==> config.mk <==
export PLATFORM = sky130hd
export DESIGN_NAME = mem_router
export DESIGN_NICKNAME = d
export VERILOG_FILES = /design/src/rtl/mem_router.sv
export SDC_FILE = /design/constraint.sdc
export NUM_CORES = 1
export LEC_CHECK = 0
export ABC_AREA = 0
export BUFFER_PORTS_ARGS = -buffer_cell sky130_fd_sc_hd__buf_4
export CAP_MARGIN = 20
export CORE_MARGIN = 2
export CORE_UTILIZATION = 40
export CTS_BUF_LIST = sky130_fd_sc_hd__clkbuf_16
export CTS_CLUSTER_DIAMETER = 200
export CTS_CLUSTER_SIZE = 14
export DETAILED_ROUTE_END_ITERATION = 6
export PLACE_DENSITY_LB_ADDON = 0.1
export SLEW_MARGIN = 20
export SYNTH_ARGS = -nofsm -noshare
export SYNTH_HDL_FRONTEND = slang
export SYNTH_SLANG_ARGS = --single-unit
export TNS_END_PERCENT = 10
==> constraint.sdc <==
create_clock -name clk -period 3.1 [get_ports clk]
set_clock_uncertainty 0.1 [all_clocks]
set_input_delay 0.465 -clock clk [delete_from_list [all_inputs] [get_ports clk]]
set_output_delay 0.465 -clock clk [all_outputs]
set_load 0.02 [all_outputs]
==> src/rtl/mem_router.sv <==
// Single-master to N-slave memory router: address decode, latched slave-side request,
// per-transfer ack timeout and a saturating error counter.
module mem_router #(
  parameter int unsigned            N_SLV    = 3,
  parameter logic [32*N_SLV-1:0]    SLV_BASE = {32'h1000_0010, 32'h1000_0000, 32'h0000_0000},
  parameter logic [32*N_SLV-1:0]    SLV_MASK = {32'hFFFF_FFF0, 32'hFFFF_FFF0, 32'hFFFF_0000},
  parameter int unsigned            TIMEOUT  = 16
) (
  input  logic                 clk,
  input  logic                 rst,
  input  logic                 req,
  input  logic                 we,
  input  logic [31:0]          addr,
  input  logic [31:0]          wdata,
  input  logic [3:0]           be,
  output logic                 ready,
  output logic [31:0]          rdata,
  output logic                 err,
  output logic [N_SLV-1:0]     s_en,
  output logic                 s_we,
  output logic [31:0]          s_addr,
  output logic [31:0]          s_wdata,
  output logic [3:0]           s_be,
  input  logic [32*N_SLV-1:0]  s_rdata,
  input  logic [N_SLV-1:0]     s_ack,
  output logic [15:0]          err_cnt
);

  localparam int unsigned SelW      = (N_SLV > 1) ? $clog2(N_SLV) : 1;
  localparam logic [7:0]  TimeoutM1 = 8'(TIMEOUT - 1);

  typedef enum logic [1:0] {StIdle, StAccess, StDone} state_e;

  state_e              state_q, state_d;
  logic [SelW-1:0]     sel_q;
  logic                hit_q;
  logic [7:0]          wait_q;
  logic                ready_q, err_q, s_we_q;
  logic [31:0]         rdata_q, s_addr_q, s_wdata_q;
  logic [3:0]          s_be_q;
  logic [N_SLV-1:0]    s_en_q;
  logic [15:0]         err_cnt_q;

  logic                dec_hit;
  logic [SelW-1:0]     dec_idx;
  logic [N_SLV-1:0]    dec_onehot;
  logic                ack_sel;
  logic                timed_out;
  logic [31:0]         sel_rdata;

  // Scan from the top index down so the lowest matching slave is the last to be written.
  always_comb begin
    dec_hit    = 1'b0;
    dec_idx    = '0;
    dec_onehot = '0;
    for (int i = N_SLV - 1; i >= 0; i--) begin
      if ((addr & SLV_MASK[32*i +: 32]) == SLV_BASE[32*i +: 32]) begin
        dec_hit       = 1'b1;
        dec_idx       = SelW'(i);
        dec_onehot    = '0;
        dec_onehot[i] = 1'b1;
      end
    end
  end

  assign ack_sel   = hit_q & s_ack[sel_q];
  assign timed_out = (wait_q == TimeoutM1);
  assign sel_rdata = s_rdata[32*sel_q +: 32];

  always_comb begin
    state_d = state_q;
    unique case (state_q)
      StIdle:   if (req) state_d = dec_hit ? StAccess : StDone;
      StAccess: if (ack_sel || timed_out) state_d = StDone;
      StDone:   state_d = StIdle;
      default:  state_d = StIdle;
    endcase
  end

  always_ff @(posedge clk) begin
    if (rst) begin
      state_q   <= StIdle;
      sel_q     <= '0;
      hit_q     <= 1'b0;
      wait_q    <= '0;
      ready_q   <= 1'b0;
      err_q     <= 1'b0;
      rdata_q   <= '0;
      s_en_q    <= '0;
      s_we_q    <= 1'b0;
      s_addr_q  <= '0;
      s_wdata_q <= '0;
      s_be_q    <= '0;
      err_cnt_q <= '0;
    end else begin
      state_q <= state_d;
      ready_q <= (state_d == StDone);
      unique case (state_q)
        StIdle: begin
          if (req) begin
            s_addr_q  <= addr;
            s_wdata_q <= wdata;
            s_we_q    <= we;
            s_be_q    <= be;
            sel_q     <= dec_idx;
            hit_q     <= dec_hit;
            wait_q    <= '0;
            s_en_q    <= dec_onehot;
            if (!dec_hit) begin
              rdata_q <= '0;
              err_q   <= 1'b1;
            end
          end
        end
        StAccess: begin
          // Ack wins over a timeout landing in the same cycle.
          if (ack_sel) begin
            rdata_q <= s_we_q ? 32'h0 : sel_rdata;
            err_q   <= 1'b0;
            s_en_q  <= '0;
          end else if (timed_out) begin
            rdata_q <= '0;
            err_q   <= 1'b1;
            s_en_q  <= '0;
          end else begin
            wait_q <= wait_q + 8'd1;
          end
        end
        StDone: begin
          if (err_q && (err_cnt_q != 16'hFFFF)) err_cnt_q <= err_cnt_q + 16'd1;
        end
        default: ;
      endcase
    end
  end

  assign ready   = ready_q;
  assign rdata   = rdata_q;
  assign err     = err_q;
  assign s_en    = s_en_q;
  assign s_we    = s_we_q;
  assign s_addr  = s_addr_q;
  assign s_wdata = s_wdata_q;
  assign s_be    = s_be_q;
  assign err_cnt = err_cnt_q;

endmodule

# Word level (Yosys, flattened, before mapping)
# Index checks and enable logic that the tools add are counted.
[op_classes] shifts=1 mux=34 n_addsub=2 bitwise=1 magnitude_cmp=1 eq_ne=12 n_reduce_logical=10
[ops] op="$mux W32" count=5
[ops] op="$shiftx A96 B8 Y32" count=1
[ops] op="$pmux W32 S2" count=1
[ops] op="$eq A28 B25 Y1 const B" count=2
[ops] op="$logic_not A32 Y1" count=1
[ops] op="$mux W8" count=3
[ops] op="$mux W3" count=6
[ops] op="$add A16 B1 Y16 const B" count=1
[ops] op="$ne A16 B16 Y1 const B" count=1
[ops] op="$pmux W8 S2" count=1
[ops] op="$mux W2" count=6
[ops] op="$add A8 B1 Y8 const B" count=1
[ops] op="$eq A8 B4 Y1 const B" count=1
[ops] op="$mux W1" count=8
[ops] op="$ne A2 B2 Y1 const B" count=4
[ops] op="$reduce_and A4 Y1" count=2
[ops] op="$pmux W3 S2" count=1
[ops] op="$eq A2 B2 Y1 const B" count=2
[ops] op="$pmux W2 S2" count=1
[ops] op="$reduce_and A2 Y1" count=2
[ops] op="$lt A2 B3 Y1 const B" count=1
[ops] op="$ne A3 B3 Y1 const B" count=1
[ops] op="$reduce_and A3 Y1" count=1
[ops] op="$bmux W1 S2" count=1
[ops] op="other kinds (7)" count=7
[word_totals] ff_bits=135 elab_cells=74 out_inout_bits=122

# Depth between registers and ports, before layout
[depth] word_depth=8 ltp_mapped=8 ltp_nobuf=6

# Least setup slack after synthesis
# OpenSTA, ideal clock, no wires.
[synth_path] path_kind="flip-flop to flip-flop" startpoint="reg err_cnt_q[0], in the netlist err_cnt[0]" endpoint="reg err_cnt_q[1], in the netlist err_cnt[1]" path_buffers=2 slack_ns=1.076 required_time_ns=2.872 setup_ns=0.128 arrival_ns=1.797 path_stages_with_launch=9 period_less_slack_ns=2.024 path_cell_list="dfxtp_1 ha_1 nand2_1 nor3_1 a31o_2 buf_2 buf_4 mux2i_1 nor2_1"
[synth_via] elab_chain_len=3
[synth_rtl] item="start, declared" line_no="42" text="logic [15:0] err_cnt_q;"
[synth_rtl] item="start signal, assigned" line_no="130" text="if (err_q && (err_cnt_q != 16'hFFFF)) err_cnt_q <= err_cnt_q + 16'd1;"
[synth_rtl] item="parallel branches: the longest is 3 deep, another holds $add A16 B1 Y16"
# Several ways; the timed one is not identified.
# A chain may end at the register's enable or synchronous reset.

# Worst setup path after layout
[layout_path] startpoint="reg wait_q[0]" endpoint="reg rdata_q[16], in the netlist rdata[16]"
[layout_via] elab_chain_len=3
[layout_rtl] item="start, declared" line_no="37" text="logic [7:0] wait_q;"
[layout_rtl] item="start signal, assigned" line_no="126" text="wait_q <= wait_q + 8'd1;"
[layout_rtl] item="$eq A8 B4 Y1" line_no="67" text="assign timed_out = (wait_q == TimeoutM1);"
[layout_rtl] item="$ne A3 B3 Y1 (no line)"
[layout_rtl] item="$reduce_and A4 Y1 (no line)"
[layout_rtl] item="end signal, assigned" line_no="118" text="rdata_q <= s_we_q ? 32'h0 : sel_rdata;"
[layout_rtl] item="end, declared" line_no="39" text="logic [31:0] rdata_q, s_addr_q, s_wdata_q;"
# No other way between the ends.

==> run metrics <==
Max Freq=0.4524 GHz; critical path arrival=2.45 ns; DR vias/cell=4.982; number of synthesized register bits=135; pin count of the biggest net entering global routing=66; final WL=17.21 mm; Tot Pwr=0.004172 W; Core Area=13990 um^2; cts bufs inserted=17; R2R depth=7; all-layer global routing usage=21.69%; Worst Hold Path Cells=3; wire per inst=14.98 um; clk_lat worst skew=0.40 ns; first-pass GRT wire length=25.97 mm; Max Slew Vio Count=0; CP endpoint kind=flip-flop; Cell Area, Placed=8040 um^2; vias in the first global route=5417; Mapped Cells=688; Resized Gates After CTS=0; Port Buffers=292; Yosys warning total=0; Post-DP HPWL=12.55 mm; sequential cell area fraction in the yosys report=46.98%; WHS Endpoint=s_be[1]$_SDFFE_PP0P_; final instance area=8563 um^2; ys async rst share=0%; critical path peak fanout=32; DR iter-0 viols=226; simple-gate portion of the synthesized area=20.49%; crit-path max cell delay=0.35 ns; ANT nets after route=0; CTS tree=yes; worst min path class=input port to flip-flop; CP Cell Sequence=ha_1 -> and3_1 -> and2_1 -> a211o_1 -> a31oi_4 -> buf_4 -> a22o_1; most frequent cells in the layout=303 x buf_4, 188 x nand2_1, 134 x dfxtp_1; relative slew slack=52.06%; routed vias=5724; die height=123.9 um; main combinational cell family by area after synthesis=simple AND/OR/NAND/NOR gates; actual slew at the worst max-slew pin=0.7190 ns; Longest Clk Path Bufs=2; Net Count, Synth=861; Ports=293; Compound-Gate Fraction of Synth Area=20.16%; CP required=3.34 ns; Slowest cell on crit path=buf_4; LEAKAGE=3.671 nW; Clock transition at path regs=0.05 ns; pwr/cell area=487.2 nW/um^2; post-layout minimum cycle time=2.211 ns; Sequential Power Share=43.8%; total negative setup slack=0 ns; RR Startpoint=wait_q[0]$_SDFFE_PP0P_; Cell variety after synth=50; Pint=0.003196 W; Clk pwr share=43.7%; Peak VDD IR=0.3136 mV; grt ovf=0; number of remaining DRC errors=0; Crit path max-delay family=compound AO/OA/AOI/OAI gates; post-synthesis adder-cell area fraction=0.4350%; xor-xnor portion of the synthesized cell area=1.522%; Initial Util=41.13%; initial antenna violation count=0; fin util=61.22%; classification of the worst setup path=flip-flop to flip-flop; final hold violations=0; dominant synthesized flop cell=dfxtp_1; Die Wd=123.9 um; Logic pwr share=12.6%; Psw=0.0009762 W; switch share=23.40%; Post-Syn Area per Cell=8.362 um^2; CP Buf/Inv Count=1; Post-synth EDFFs=0; setup slack, reg-to-reg=0.89 ns; Area Overhead vs Synth=48.85%; clock root buffer=clkbuf_16; std cell rows=43; antenna fix cells=0; TritonRoute pass-1 iters=4; commonest non-fill, non-tap cell in the layout=buf_4; Final Cycle Share=71.31%; post-synth design cell area=5753 um^2; # Max-Cap Violations=0; ratio of cells with drive above 1 in the final layout=35.29%; die area=15360 um^2; Post-CTS Hold Buffers=0; clock sinks=135; unrepaired setup endpoints after global routing=false; startpoint types=flip-flop; status=finished clean; H-tree levels=4; R2R Path End=rdata[16]$_SDFFE_PP0P_; GPL Wtd Cong=0.7947; Layout Nets=1133; Hold Startpoint=be[1]; mux share of post-synthesis cell area=6.111%; Post-CTS Setup Repair Bufs=0; final setup violating endpoints=0
tightest hold or removal path, stage by stage:
cell	delay [ns]
buf_4	0.11
nand2_1	0.04
a21oi_1	0.05
layer usage:
metal | vias to the layer above | routed length (um) | global-route usage (%)
li1 | 2933 | - | -
met1 | 2574 | 6973 | 24.66
met2 | 198 | 8449 | 37.36
met3 | 19 | 1537 | 7.875
met4 | 0 | 251 | 7.935
met5 | - | 0 | 0
synth_stat cells (3+ instances only):
| library cell | count | share of area (%) |
|---|---|---|
| a21oi_1 | 90 | 7.8 |
| a22o_1 | 32 | 4.9 |
| a31o_2 | 4 | 0.61 |
| and2_1 | 3 | 0.33 |
| and3_1 | 4 | 0.43 |
| and4_1 | 4 | 0.61 |
| buf_1 | 5 | 0.33 |
| buf_2 | 6 | 0.52 |
| buf_6 | 3 | 0.59 |
| clkbuf_1 | 34 | 2.2 |
| dfxtp_1 | 135 | 47 |
| inv_1 | 6 | 0.39 |
| mux2i_1 | 34 | 5.9 |
| nand2_1 | 189 | 12 |
| nand3_1 | 8 | 0.70 |
| nand4_1 | 3 | 0.33 |
| nor2_1 | 11 | 0.72 |
| nor3_1 | 12 | 1.0 |
| nor4_1 | 6 | 0.65 |
| o21ai_0 | 42 | 3.7 |
| or3_1 | 10 | 1.1 |
| or4_1 | 3 | 0.39 |
| xnor2_1 | 9 | 1.4 |
logic make-up (layout without fill, tap and decap cells):
kind of cell    count (synthesis)  count (layout)
xor+xnor                       10              10
fa+ha+maj                       2               2
mux                            35              35
buf+inv                        56             337
simple gates                  262             262
compound gates                188             188
flops                         135             135
sequential cells by signal, indices dropped and copies added (netlist names), 2 cells and up:
name and count:
wait_q 8, s_wdata 32, s_addr 32, s_en 3, err_cnt 16, sel_q 2, state_q 2, rdata 32
s_be 4
how the worst max path moves through the flow:
| stage | start | slack, ns | cells past startpoint | endpoint |
|---|---|---|---|---|
| after detailed placement | addr[23] | 0.70 | 7 | rdata[6]$_SDFFE_PP0P_ |
| after global placement | addr[23] | 0.77 | 7 | rdata[3]$_SDFFE_PP0P_ |
| after global routing | sel_q[1]$_SDFFE_PP0P_ | 0.78 | 7 | rdata[8]$_SDFFE_PP0P_ |
| after CTS | wait_q[0]$_SDFFE_PP0P_ | 0.89 | 7 | rdata[16]$_SDFFE_PP0P_ |
| final | wait_q[0]$_SDFFE_PP0P_ | 0.89 | 7 | rdata[16]$_SDFFE_PP0P_ |
| after floorplan | err_cnt[0]$_SDFFE_PP0P_ | 1.08 | 8 | err_cnt[1]$_SDFFE_PP0P_ |
layout make-up:
cell class                      instances  area (um^2)
Fill cell                            1351         5425
Sequential cell                       135         2704
Clock buffer                           17        425.4
Multi-Input combinational cell        497         2814
Timing Repair Buffer                  303         2275
Clock inverter                         11        97.59
Inverter                                6        22.52
Tap cell                              180        225.2
power by group through the flow:
stage	Sequential (W)	Combinational, W	Clock [W]
2_1_floorplan	0.00193	0.000162	0
3_3_place_gp	0.00186	0.000528	0
3_5_place_dp	0.00186	0.000529	0
4_1_cts	0.00183	0.000530	0.00186
5_1_grt	0.00183	0.000572	0.00194
6_report	0.00183	0.000525	0.00182
through the flow:
step	instances	hold slack [ns]	setup slack, ns
global placement	1121	0.3421	0.7711
detailed placement	1121	0.3466	0.7032
floorplan	688	0.3575	1.076
CTS	1149	0.1857	0.8921
global route	1149	0.1871	0.7758
finish	1149	0.1996	0.8893
No activity file was read; power rests on OpenSTA's default activity.
